### config.mk
export PLATFORM = sky130hd
export DESIGN_NAME = fetch_unit_flat
export DESIGN_NICKNAME = d
export VERILOG_FILES = /design/src/rtl/fetch_if.sv /design/src/rtl/fetch_unit.sv /design/src/flat_wrapper.sv
export SDC_FILE = /design/constraint.sdc
export NUM_CORES = 1
export LEC_CHECK = 0
export ABC_AREA = 0
export CORE_MARGIN = 5
export CORE_UTILIZATION = 40
export DETAILED_ROUTE_END_ITERATION = 8
export DONT_BUFFER_PORTS = 1
export SLEW_MARGIN = 20
export SYNTH_ARGS = -nofsm -noshare
export SYNTH_HDL_FRONTEND = slang
export SYNTH_SLANG_ARGS = --single-unit
export TNS_END_PERCENT = 5
### constraint.sdc
create_clock -name clk -period 2.05 [get_ports clk]
set_input_delay 0.1025 -clock clk [delete_from_list [all_inputs] [get_ports clk]]
set_output_delay 0.1025 -clock clk [all_outputs]
set_load 0.03 [all_outputs]
### src/rtl/fetch_if.sv
// Fetch unit bus bundle: PC-counter control, instruction memory read port and
// decode-side instruction handshake.
//   master : the fetch unit (drives PC requests, memory reads, instructions)
//   slave  : the environment (PC counter, instruction memory, decode, branch unit)
interface fetch_if;
    localparam int unsigned XLEN = 32;

    // PC counter
    logic [XLEN-1:0] pc_in;
    logic            pc_increment;
    logic            pc_load;
    logic [XLEN-1:0] pc_step;
    logic [XLEN-1:0] pc_load_value;

    // Branch/jump redirect
    logic            redirect;
    logic [XLEN-1:0] redirect_target;

    // Instruction memory
    logic            mem_read;
    logic [XLEN-1:0] mem_addr;
    logic            mem_ready;
    logic [XLEN-1:0] mem_rdata;

    // Decode handshake
    logic            instr_valid;
    logic            instr_ready;
    logic [XLEN-1:0] instr_out;
    logic [XLEN-1:0] instr_pc;

    modport master (
        input  pc_in, redirect, redirect_target, mem_ready, mem_rdata, instr_ready,
        output pc_increment, pc_load, pc_step, pc_load_value,
        output mem_read, mem_addr, instr_valid, instr_out, instr_pc
    );

    modport slave (
        output pc_in, redirect, redirect_target, mem_ready, mem_rdata, instr_ready,
        input  pc_increment, pc_load, pc_step, pc_load_value,
        input  mem_read, mem_addr, instr_valid, instr_out, instr_pc
    );
endinterface

### src/rtl/fetch_unit.sv
// Instruction fetch unit. Requests the word at pc_in, hands it to decode with a
// valid/ready handshake and steps the external PC counter once per fetched
// instruction. A redirect reloads the PC; a read that is still in flight when
// a redirect arrives is drained (address held) and its data dropped.
// Ports:
//   clk  - rising-edge clock
//   rst  - asynchronous active-low reset
//   bus  - fetch_if.master: PC control, memory read port, decode handshake
module fetch_unit #(
    parameter int unsigned STEP = 4
) (
    input  logic    clk,
    input  logic    rst,
    fetch_if.master bus
);
    localparam int unsigned XLEN = 32;

    typedef enum logic [1:0] {
        IDLE  = 2'd0,
        REQ   = 2'd1,
        DRAIN = 2'd2,
        VALID = 2'd3
    } state_e;

    state_e          state_q, state_d;
    logic [XLEN-1:0] instr_out_q, instr_out_d;
    logic [XLEN-1:0] instr_pc_q, instr_pc_d;
    logic [XLEN-1:0] drain_addr_q, drain_addr_d;

    logic            mem_read_c;
    logic [XLEN-1:0] mem_addr_c;
    logic            pc_increment_c;
    logic            pc_load_c;

    // State and captured instruction registers
    always_ff @(posedge clk or negedge rst) begin
        if (!rst) begin
            state_q      <= IDLE;
            instr_out_q  <= '0;
            instr_pc_q   <= '0;
            drain_addr_q <= '0;
        end else begin
            state_q      <= state_d;
            instr_out_q  <= instr_out_d;
            instr_pc_q   <= instr_pc_d;
            drain_addr_q <= drain_addr_d;
        end
    end

    // Next state and combinational strobes
    always_comb begin
        state_d        = state_q;
        instr_out_d    = instr_out_q;
        instr_pc_d     = instr_pc_q;
        drain_addr_d   = drain_addr_q;
        mem_read_c     = 1'b0;
        mem_addr_c     = '0;
        pc_increment_c = 1'b0;
        // Redirect reloads the PC from any state; gated so reset holds it low
        pc_load_c      = bus.redirect & rst;

        case (state_q)
            IDLE: state_d = REQ;

            REQ: begin
                mem_read_c = 1'b1;
                mem_addr_c = bus.pc_in;
                if (bus.redirect) begin
                    // In-flight read must complete at its original address
                    if (!bus.mem_ready) begin
                        drain_addr_d = bus.pc_in;
                        state_d      = DRAIN;
                    end
                end else if (bus.mem_ready) begin
                    instr_out_d    = bus.mem_rdata;
                    instr_pc_d     = bus.pc_in;
                    pc_increment_c = 1'b1;
                    state_d        = VALID;
                end
            end

            DRAIN: begin
                mem_read_c = 1'b1;
                mem_addr_c = drain_addr_q;
                if (bus.mem_ready) begin
                    state_d = REQ;
                end
            end

            VALID: begin
                if (bus.redirect || bus.instr_ready) begin
                    state_d = REQ;
                end
            end

            default: state_d = IDLE;
        endcase
    end

    assign bus.mem_read      = mem_read_c;
    assign bus.mem_addr      = mem_addr_c;
    assign bus.pc_increment  = pc_increment_c;
    assign bus.pc_load       = pc_load_c;
    assign bus.pc_load_value = bus.redirect_target;
    assign bus.pc_step       = XLEN'(STEP);
    assign bus.instr_valid   = (state_q == VALID);
    assign bus.instr_out     = instr_out_q;
    assign bus.instr_pc      = instr_pc_q;

endmodule

### src/flat_wrapper.sv
// flat-port wrapper written by rule: the top's interface ports become plain ports
module fetch_unit_flat 
#(
    parameter int unsigned STEP = 4
)
  (clk, rst, bus_pc_in, bus_redirect, bus_redirect_target, bus_mem_ready, bus_mem_rdata, bus_instr_ready, bus_pc_increment, bus_pc_load, bus_pc_step, bus_pc_load_value, bus_mem_read, bus_mem_addr, bus_instr_valid, bus_instr_out, bus_instr_pc);
  fetch_if bus_i ();
  input  logic clk;
  input  logic rst;
  input wire logic [$bits(bus_i.pc_in)-1:0] bus_pc_in;
  input wire logic [$bits(bus_i.redirect)-1:0] bus_redirect;
  input wire logic [$bits(bus_i.redirect_target)-1:0] bus_redirect_target;
  input wire logic [$bits(bus_i.mem_ready)-1:0] bus_mem_ready;
  input wire logic [$bits(bus_i.mem_rdata)-1:0] bus_mem_rdata;
  input wire logic [$bits(bus_i.instr_ready)-1:0] bus_instr_ready;
  output wire logic [$bits(bus_i.pc_increment)-1:0] bus_pc_increment;
  output wire logic [$bits(bus_i.pc_load)-1:0] bus_pc_load;
  output wire logic [$bits(bus_i.pc_step)-1:0] bus_pc_step;
  output wire logic [$bits(bus_i.pc_load_value)-1:0] bus_pc_load_value;
  output wire logic [$bits(bus_i.mem_read)-1:0] bus_mem_read;
  output wire logic [$bits(bus_i.mem_addr)-1:0] bus_mem_addr;
  output wire logic [$bits(bus_i.instr_valid)-1:0] bus_instr_valid;
  output wire logic [$bits(bus_i.instr_out)-1:0] bus_instr_out;
  output wire logic [$bits(bus_i.instr_pc)-1:0] bus_instr_pc;
  assign bus_i.pc_in = bus_pc_in;
  assign bus_i.redirect = bus_redirect;
  assign bus_i.redirect_target = bus_redirect_target;
  assign bus_i.mem_ready = bus_mem_ready;
  assign bus_i.mem_rdata = bus_mem_rdata;
  assign bus_i.instr_ready = bus_instr_ready;
  assign bus_pc_increment = bus_i.pc_increment;
  assign bus_pc_load = bus_i.pc_load;
  assign bus_pc_step = bus_i.pc_step;
  assign bus_pc_load_value = bus_i.pc_load_value;
  assign bus_mem_read = bus_i.mem_read;
  assign bus_mem_addr = bus_i.mem_addr;
  assign bus_instr_valid = bus_i.instr_valid;
  assign bus_instr_out = bus_i.instr_out;
  assign bus_instr_pc = bus_i.instr_pc;
  fetch_unit #(.STEP(STEP)) u_core (.clk(clk), .rst(rst), .bus(bus_i));
endmodule
==> impl_metrics.py, run 1 <==
metrics = {
    "critical_path": {
        "crit_required_ps": 1950,
        "arrival_ps": 1780,
        "cp-end-kind": "primary output",
        "rrSetupSlack_ps": 260,
        "reg2reg_from": "u_core.state_q[1]",
        "reg2regPathDepth": 5,
        "cp-start-kind": "flip-flop",
        "rr_endpoint": "u_core.bus.instr_out[19]",
        "worst-setup-path-type": "flip-flop to primary output",
        "crit_fanout": 22,
    },
    "synthesis": {
        "syn_area_sq_um": 4820,
        "yosys-top-cells-count": "dfrtp_1 (98), buf_4 (64), mux2_4 (38)",
        "ys_warn_count": 0,
        "async_flop_share": 1.00,
        "synth_ff_type": "dfrtp_1",
        "synth_top_cell_area_share": 0.509,
        "yosysSeqAreaShare": 0.509,
        "ys_ff_latch": 98,
        "yosys.cell_types.count": 26,
        "synth_edf_count": 0,
        "synth_area_leader_cell": "dfrtp_1",
        "netlist_instances": 368,
        "syn_avg_cell_area_sq_um": 13.1,
        "yosysMostFrequentCell": "dfrtp_1",
        "synthTopCellsByArea": "dfrtp_1 (51%), mux2_4 (12%), buf_4 (10%)",
    },
    "global_route": {
        "grt_pass1_wl_mm": 17.9,
        "grt_overflow": 0,
        "grt_max_degree": 100,
        "grt_pass1_vias": 3347,
        "grt_usage": 0.157,
        "antenna_found_initial": 0,
    },
    "cts": {
        "clk_path_buf_depth": 2,
        "clk_pin_slew_worst_paths_ps": 70,
        "tritoncts": "built",
        "insertion_delay_ps": 340,
        "post_cts_buffers": 0,
        "hold_buffers": 64,
        "ctsRootBufferMaster": "clkbuf_16",
        "numClockSinks": 98,
        "htree_levels": 3,
        "cts_buffers": 9,
    },
    "die": {
        "rows": 40,
        "die_h_um": 120,
        "boundaryPins": 265,
        "die_area_sq_um": 14300,
        "die_w_um": 120,
        "start_util": 0.405,
        "core_area_sq_um": 11900,
    },
    "power": {
        "p_sw_w": 0.00488,
        "ir_drop_mv": 0.794,
        "sequentialPowerShare": 0.449,
        "power_frac_comb": 0.379,
        "switching_share": 0.445,
        "p_int_w": 0.00609,
        "clock_power_share": 0.173,
        "static-leakage-power_nw": 2.78,
        "power_density_nw_per_um2": 1870,
    },
    "detailed_routing": {
        "routedWlPerCell_um": 19.0,
        "via_per_inst": 5.08,
        "wl_mm": 11.1,
        "first_iter_violations": 151,
        "route.antenna.remaining_nets": 0,
        "via_count": 2959,
        "first_pass_iters": 4,
        "remaining_drc_errors": 0,
    },
    "timing": {
        "worst_clock_skew_ps": 4.18,
        "tns_ps": 0,
        "setup_viol": 0,
        "rsz0062_at_grt": "no",
        "min_period_ps": 1880,
        "max_freq_ghz": 0.532,
        "finalMaxSlewViolations": 0,
        "whs_ps": -547,
        "period_share": 0.917,
        "finalHoldViolations": 98,
    },
    "final_layout": {
        "diodes": 0,
        "drive_gt1_frac": 0.289,
        "stdcell_count": 583,
        "synthToLayoutAreaGrowth_pct": 21.8,
        "final_util": 0.493,
        "nNetsFinal": 536,
        "design_area_sq_um": 5870,
    },
    "placed_design": {
        "io_buffers": 0,
        "dp.cells": 503,
        "dp_hpwl_mm": 7.35,
        "place_congestion": 0.703,
        "placed_cell_area_sq_um": 4890,
    },
    "run": {
        "cap_violations": 0,
    },
    "outcome": {
        "outcome": "finished with violations",
        "failed_checks": "hold timing",
    },
    "min_path": {
        "holdCritPathClass": "primary input to async pin",
    },
}
## cell families after synthesis
group	synth area share
muxes	0.254
AOI/OAI and AO/OA	0.0571
adders and majority gates	0.0104
buffers and inverters	0.129
other	0.00156
DFF	0.509
and+or+nand+nor	0.0389
## worst max-delay path, cell delays in order (launching register included)
cell     delay [ps]
dfrtp_1         440
inv_1            80
ha_1            210
buf_4           210
a22oi_1         250
nor2_1           80
buf_4           170
## flip-flops by register name (all words and copies together) (netlist names)
register / cells
u_core.bus.instr_pc: 32
u_core.drain_addr_q: 32
u_core.state_q: 2
u_core.bus.instr_out: 32
## how the worst max path moves through the flow
stage	startpoint	cells after the start	to	slack (ps)
after floorplan	u_core.state_q[0]	6	bus_mem_addr[0]	360
after global placement	u_core.state_q[1]	5	u_core.bus.instr_out[21]	330
after detailed placement	u_core.state_q[1]	5	u_core.bus.instr_out[18]	250
after CTS	u_core.state_q[1]	6	bus_mem_addr[17]	100
after global routing	u_core.state_q[0]	6	bus_mem_addr[15]	20
final	u_core.state_q[0]	6	bus_mem_addr[19]	170
## layout make-up
class | instances | area (sq um)
clock buffer | 11 | 233
clock inverter | 5 | 103
fill | 1024 | 6040
inverter | 5 | 18.8
multi-input combinational | 210 | 1860
sequential | 98 | 2450
tap | 147 | 184
timing repair buffer | 107 | 1020
## power by group through the flow
stage | Sequential, W | Combinational, W | Clock (W)
global placement | 0.00492 | 0.00399 | 0
CTS | 0.00493 | 0.00420 | 0.00196
global route | 0.00506 | 0.00450 | 0.00204
detailed placement | 0.00495 | 0.00407 | 0
floorplan | 0.00471 | 0.00316 | 0
finish | 0.00492 | 0.00415 | 0.00189
## metal layers
layer	part of all wire	track usage
met1	0.38	0.176
met2	0.48	0.256
met3	0.12	0.0815
met4	0.022	0.0573
met5	0	0
## per-stage QoR
stage | hold slack (ps) | power [W] | setup slack [ps]
after floorplan | -193 | 0.00787 | 365
after global placement | -191 | 0.00891 | 331
after detailed placement | -191 | 0.00902 | 253
after CTS | -563 | 0.0111 | 98.6
after global routing | -574 | 0.0116 | 20.6
final | -547 | 0.0110 | 169
## cells in the final DEF (no fill, tap or decap), drive strengths merged, types with 3 or more instances in the layout
cell,n
nor2,32
dlygate4sd3,64
conb,32
inv,5
buf,43
bufinv,3
clkbuf,11
a22oi,32
mux2,96
dfrtp,98
ha,4
nand2,3
## timing repair
action,in CTS,in global routing
endpoints found under the hold margin,194,98
endpoints found under the setup margin,0,11
gates resized for setup,0,1
Power figures use the tool's default switching activity.
==> inputs of run 2 (changes only) <==
Clock period 2.05 ns to 1.8 ns, I/O delays scaled along.
==> impl_metrics.py, run 2 (same netlist as run 1, synthesis figures left out) <==
metrics = {
    "outcome": {
        "outcome": "finished with violations",
        "failed_checks": "hold timing",
    },
    "run": {
        "cap_violations": 0,
    },
    "final_layout": {
        "mostFrequentLayoutCell": "dfrtp_1",
        "nNetsFinal": 542,
        "synthToLayoutAreaGrowth_pct": 24.8,
        "layout_common_cells": "dfrtp_1 (97), dlygate4sd3_1 (64), mux2_4 (38), buf_4 (38)",
        "nFillCells": 1025,
        "design_area_sq_um": 6020,
        "drive_gt1_frac": 0.321,
        "final_util": 0.505,
        "diodes": 0,
    },
    "cts": {
        "hold_buffers": 64,
        "clk_path_buf_depth": 2,
        "ctsRootBufferMaster": "clkbuf_16",
        "clk_pin_slew_worst_paths_ps": 70,
        "insertion_delay_ps": 340,
        "numClockSinks": 98,
        "tritoncts": "built",
        "htree_levels": 3,
        "cts_buffers": 9,
    },
    "power": {
        "ir_drop_mv": 1.06,
        "power_density_nw_per_um2": 2110,
        "static-leakage-power_nw": 2.82,
    },
    "global_route": {
        "grt_max_degree": 100,
        "grt_pass1_wl_mm": 17.7,
        "grt_pass1_vias": 3327,
        "grt_overflow": 0,
        "antenna_found_initial": 0,
        "grt_usage": 0.154,
    },
    "detailed_routing": {
        "via_count": 2948,
        "routedWlPerCell_um": 19.5,
        "first_iter_violations": 141,
        "wl_mm": 11.5,
        "via_per_inst": 5.01,
        "remaining_drc_errors": 0,
        "first_pass_iters": 4,
        "route.antenna.remaining_nets": 0,
    },
    "min_path": {
        "holdCritPathClass": "primary input to async pin",
    },
    "critical_path": {
        "cp-end-kind": "primary output",
        "cp-start-kind": "flip-flop",
        "rrSetupSlack_ps": 120,
        "arrival_ps": 1690,
        "rr_endpoint": "u_core.bus.instr_out[20]",
        "worst-setup-path-type": "flip-flop to primary output",
        "reg2reg_from": "u_core.state_q[0]",
        "reg2regPathDepth": 5,
        "crit_required_ps": 1710,
        "crit_fanout": 16,
    },
    "timing": {
        "period_share": 0.989,
        "whs_ps": -563,
        "rsz0062_at_grt": "yes",
        "setup_viol": 0,
        "worst_clock_skew_ps": 10.6,
        "finalMaxSlewViolations": 0,
        "max_freq_ghz": 0.562,
        "finalHoldViolations": 98,
        "min_period_ps": 1780,
    },
    "placed_design": {
        "placed_cell_area_sq_um": 4870,
        "dp_hpwl_mm": 7.17,
        "io_buffers": 0,
        "place_congestion": 0.728,
    },
    "die": {
        "boundaryPins": 265,
        "core_area_sq_um": 11900,
        "die_h_um": 120,
        "rows": 40,
        "die_area_sq_um": 14300,
        "start_util": 0.405,
        "die_w_um": 120,
    },
}
## run 2: cell type report
type | count | area [sq um] | share of cell area
multi-input cells | 210 | 1900 | 0.316
inverters | 5 | 22.5 | 0.00374
flip-flops and latches | 98 | 2450 | 0.408
clock buffers | 10 | 239 | 0.0397
well taps | 147 | 184 | 0.0306
repair buffers | 113 | 1150 | 0.192
clock inverters | 6 | 62.6 | 0.0104
## run 2: worst max path at each step
stage                      start                       end
2_1_floorplan  u_core.state_q[0]           bus_mem_addr[0]
3_3_place_gp   u_core.state_q[1]  u_core.bus.instr_out[21]
3_5_place_dp   u_core.state_q[1]  u_core.bus.instr_out[16]
4_1_cts        u_core.state_q[1]          bus_mem_addr[19]
5_1_grt        u_core.state_q[1]          bus_mem_addr[23]
6_report       u_core.state_q[0]          bus_mem_addr[23]
## run 2: report_power, final
group / internal, W / leakage, nW / switching (W)
clock: 0.00112 / 0.153 / 0.000808
sequential: 0.00331 / 1.16 / 0.00228
combinational: 0.00257 / 1.52 / 0.00260
## run 2: stage by stage
stage | setup TNS, ps | total power [W] | setup WS [ps] | instances
floorplan | 0 | 0.00897 | 127 | 398
global placement | 0 | 0.0101 | 220 | 501
detailed placement | 0 | 0.0102 | 130 | 501
CTS | 0 | 0.0126 | 1.54 | 584
global route | -854 | 0.0134 | -54.8 | 589
finish | 0 | 0.0127 | 19.4 | 589
## run 2: worst max-delay path: stages, from the launching register on
cell       delay [ps]
dfrtp_2           420
buf_4             150
ha_4              170
clkbuf_16         180
a22oi_1           190
nor2_1             70
buf_4             170
## run 2: repair_timing
item | CTS | global route
cloned | 1 | 2
setup buffers | 2 | 3
gates resized for setup | 9 | 7
pin swaps | 0 | 1
setup endpoints to repair | 33 | 33
hold endpoints to repair | 194 | 98
## run 2: metal layers
layer	GRT usage	vias to the layer above	wire, um
li1	-	1321	-
met5	0	-	0
met1	0.170	1439	4380
met2	0.255	163	5540
met4	0.0508	0	248
met3	0.0844	25	1330
==> inputs of run 3 (changes only) <==
--- a/constraint.sdc
+++ b/constraint.sdc
@@ -3,2 +3,2 @@
 set_output_delay 0.09 -clock clk [all_outputs]
-set_load 0.03 [all_outputs]
+set_load 0.02 [all_outputs]
==> impl_metrics.py, run 3 (same netlist as run 1, synthesis figures left out) <==
metrics = {
    "die": {
        "die_w_um": 120,
        "core_area_sq_um": 11900,
        "start_util": 0.405,
        "boundaryPins": 265,
        "die_h_um": 120,
        "rows": 40,
        "die_area_sq_um": 14300,
    },
    "placed_design": {
        "place_congestion": 0.728,
        "post-place-ws_ps": 130,
        "dp.cells": 501,
        "io_buffers": 0,
        "dp_hpwl_mm": 7.17,
    },
    "timing": {
        "setup_viol": 0,
        "rsz0062_at_grt": "yes",
        "max_freq_ghz": 0.581,
        "min_period_ps": 1720,
        "period_share": 0.956,
        "fin_ws_ps": 78.4,
        "worst_clock_skew_ps": 10.3,
        "finalHoldViolations": 98,
        "finalMaxSlewViolations": 0,
        "whs_ps": -562,
    },
    "final_layout": {
        "stdcell_count": 586,
        "nFillCells": 1037,
        "diodes": 0,
        "nNetsFinal": 539,
        "synthToLayoutAreaGrowth_pct": 23.5,
        "layout_common_cells": "dfrtp_1 (97), dlygate4sd3_1 (64), mux2_4 (38)",
        "mostFrequentLayoutCell": "dfrtp_1",
        "drive_gt1_frac": 0.310,
    },
    "cts": {
        "numClockSinks": 98,
        "ctsRootBufferMaster": "clkbuf_16",
        "clk_path_buf_depth": 2,
        "insertion_delay_ps": 340,
        "cts_buffers": 9,
        "tritoncts": "built",
        "htree_levels": 3,
        "hold_buffers": 64,
        "clk_pin_slew_worst_paths_ps": 70,
    },
    "critical_path": {
        "cp-end-kind": "primary output",
        "critPathMaxStageDelay_ps": 430,
        "arrival_ps": 1630,
        "crit_fanout": 26,
        "crit_family": "buffers and inverters",
        "worst-setup-path-type": "flip-flop to primary output",
        "crit_required_ps": 1710,
        "critPathBufInv": 3,
        "cp-start-kind": "flip-flop",
        "crit_chain": "buf_4 -> ha_2 -> nand2_4 -> buf_12 -> inv_1",
        "crit_slowest_cell": "dfrtp_2",
    },
    "global_route": {
        "antenna_found_initial": 0,
        "grt_pass1_wl_mm": 17.5,
        "grt_max_degree": 100,
        "grt_pass1_vias": 3307,
        "grt_overflow": 0,
        "grt_usage": 0.152,
    },
    "power": {
        "ir_drop_mv": 0.946,
        "static-leakage-power_nw": 2.80,
        "power_density_nw_per_um2": 1960,
    },
    "outcome": {
        "outcome": "finished with violations",
        "failed_checks": "hold timing",
    },
    "detailed_routing": {
        "via_per_inst": 5.06,
        "remaining_drc_errors": 0,
        "routedWlPerCell_um": 19.2,
        "first_pass_iters": 5,
        "wl_mm": 11.3,
        "first_iter_violations": 157,
        "route.antenna.remaining_nets": 0,
        "via_count": 2965,
    },
    "run": {
        "cap_violations": 0,
    },
    "min_path": {
        "holdCritPathClass": "primary input to async pin",
    },
}
==> run 3: cell types whose count changed in the layout (fill, tap and decap cells not counted), sizes merged <==
cell / previous run / this run
clkinvlp: 1 / 0
buf: 46 / 44
inv: 6 / 7
bufbuf: 1 / 0
==> run 3: layer usage <==
metal  routed length [um]  GRT usage  vias up
li1                     -          -     1313
met1                 4270      0.166     1463
met2                 5460      0.251      167
met3                 1350     0.0844       22
met4                  209     0.0508        0
met5                    0          0        -
==> run 3: final timing paths <==
kind,slack (ps),from,cells after the start,end
min in group clk,10,bus_instr_ready,2,u_core.state_q[1]
max in group asynchronous,2230,rst,0,u_core.state_q[0]
worst min-delay path,-560,rst,0,u_core.bus.instr_pc[19]
worst max register to register,140,u_core.state_q[0],5,u_core.bus.instr_out[20]
worst min register to register,490,u_core.drain_addr_q[23],1,u_core.drain_addr_q[23]
worst max-delay path,80,u_core.state_q[0],5,bus_pc_increment
==> run 3: timing repair <==
item,CTS,global route
buffers inserted,1,2
endpoints found under the hold margin,194,98
endpoints found under the setup margin,32,32
pin swaps,0,1
resized for setup,5,10
cloned,0,2
==> run 3: cell type report <==
| type | instances | area [sq um] | area share |
|---|---|---|---|
| clock buffer | 10 | 239 | 0.0402 |
| clock inverter | 6 | 62.6 | 0.0105 |
| inverter | 5 | 18.8 | 0.00315 |
| sequential | 98 | 2450 | 0.412 |
| tap | 147 | 184 | 0.0309 |
| timing repair buffer | 110 | 1100 | 0.185 |
| multi-input combinational | 210 | 1890 | 0.317 |
==> run 3: power breakdown <==
| part | internal [W] | total, W | switching (W) |
|---|---|---|---|
| sequential | 0.00333 | 0.00504 | 0.00171 |
| combinational | 0.00250 | 0.00470 | 0.00220 |
| clock | 0.00112 | 0.00192 | 0.000807 |
==> run 3: stage by stage <==
stage	TNS (ps)	instance area [sq um]	total power, W	util
after floorplan	0	4930	0.00801	-
after global placement	0	4870	0.00919	0.409
after detailed placement	0	4870	0.00932	0.409
after CTS	-0.315	5840	0.0115	0.490
after global routing	-43.5	5950	0.0124	0.500
final	0	5950	0.0117	0.500
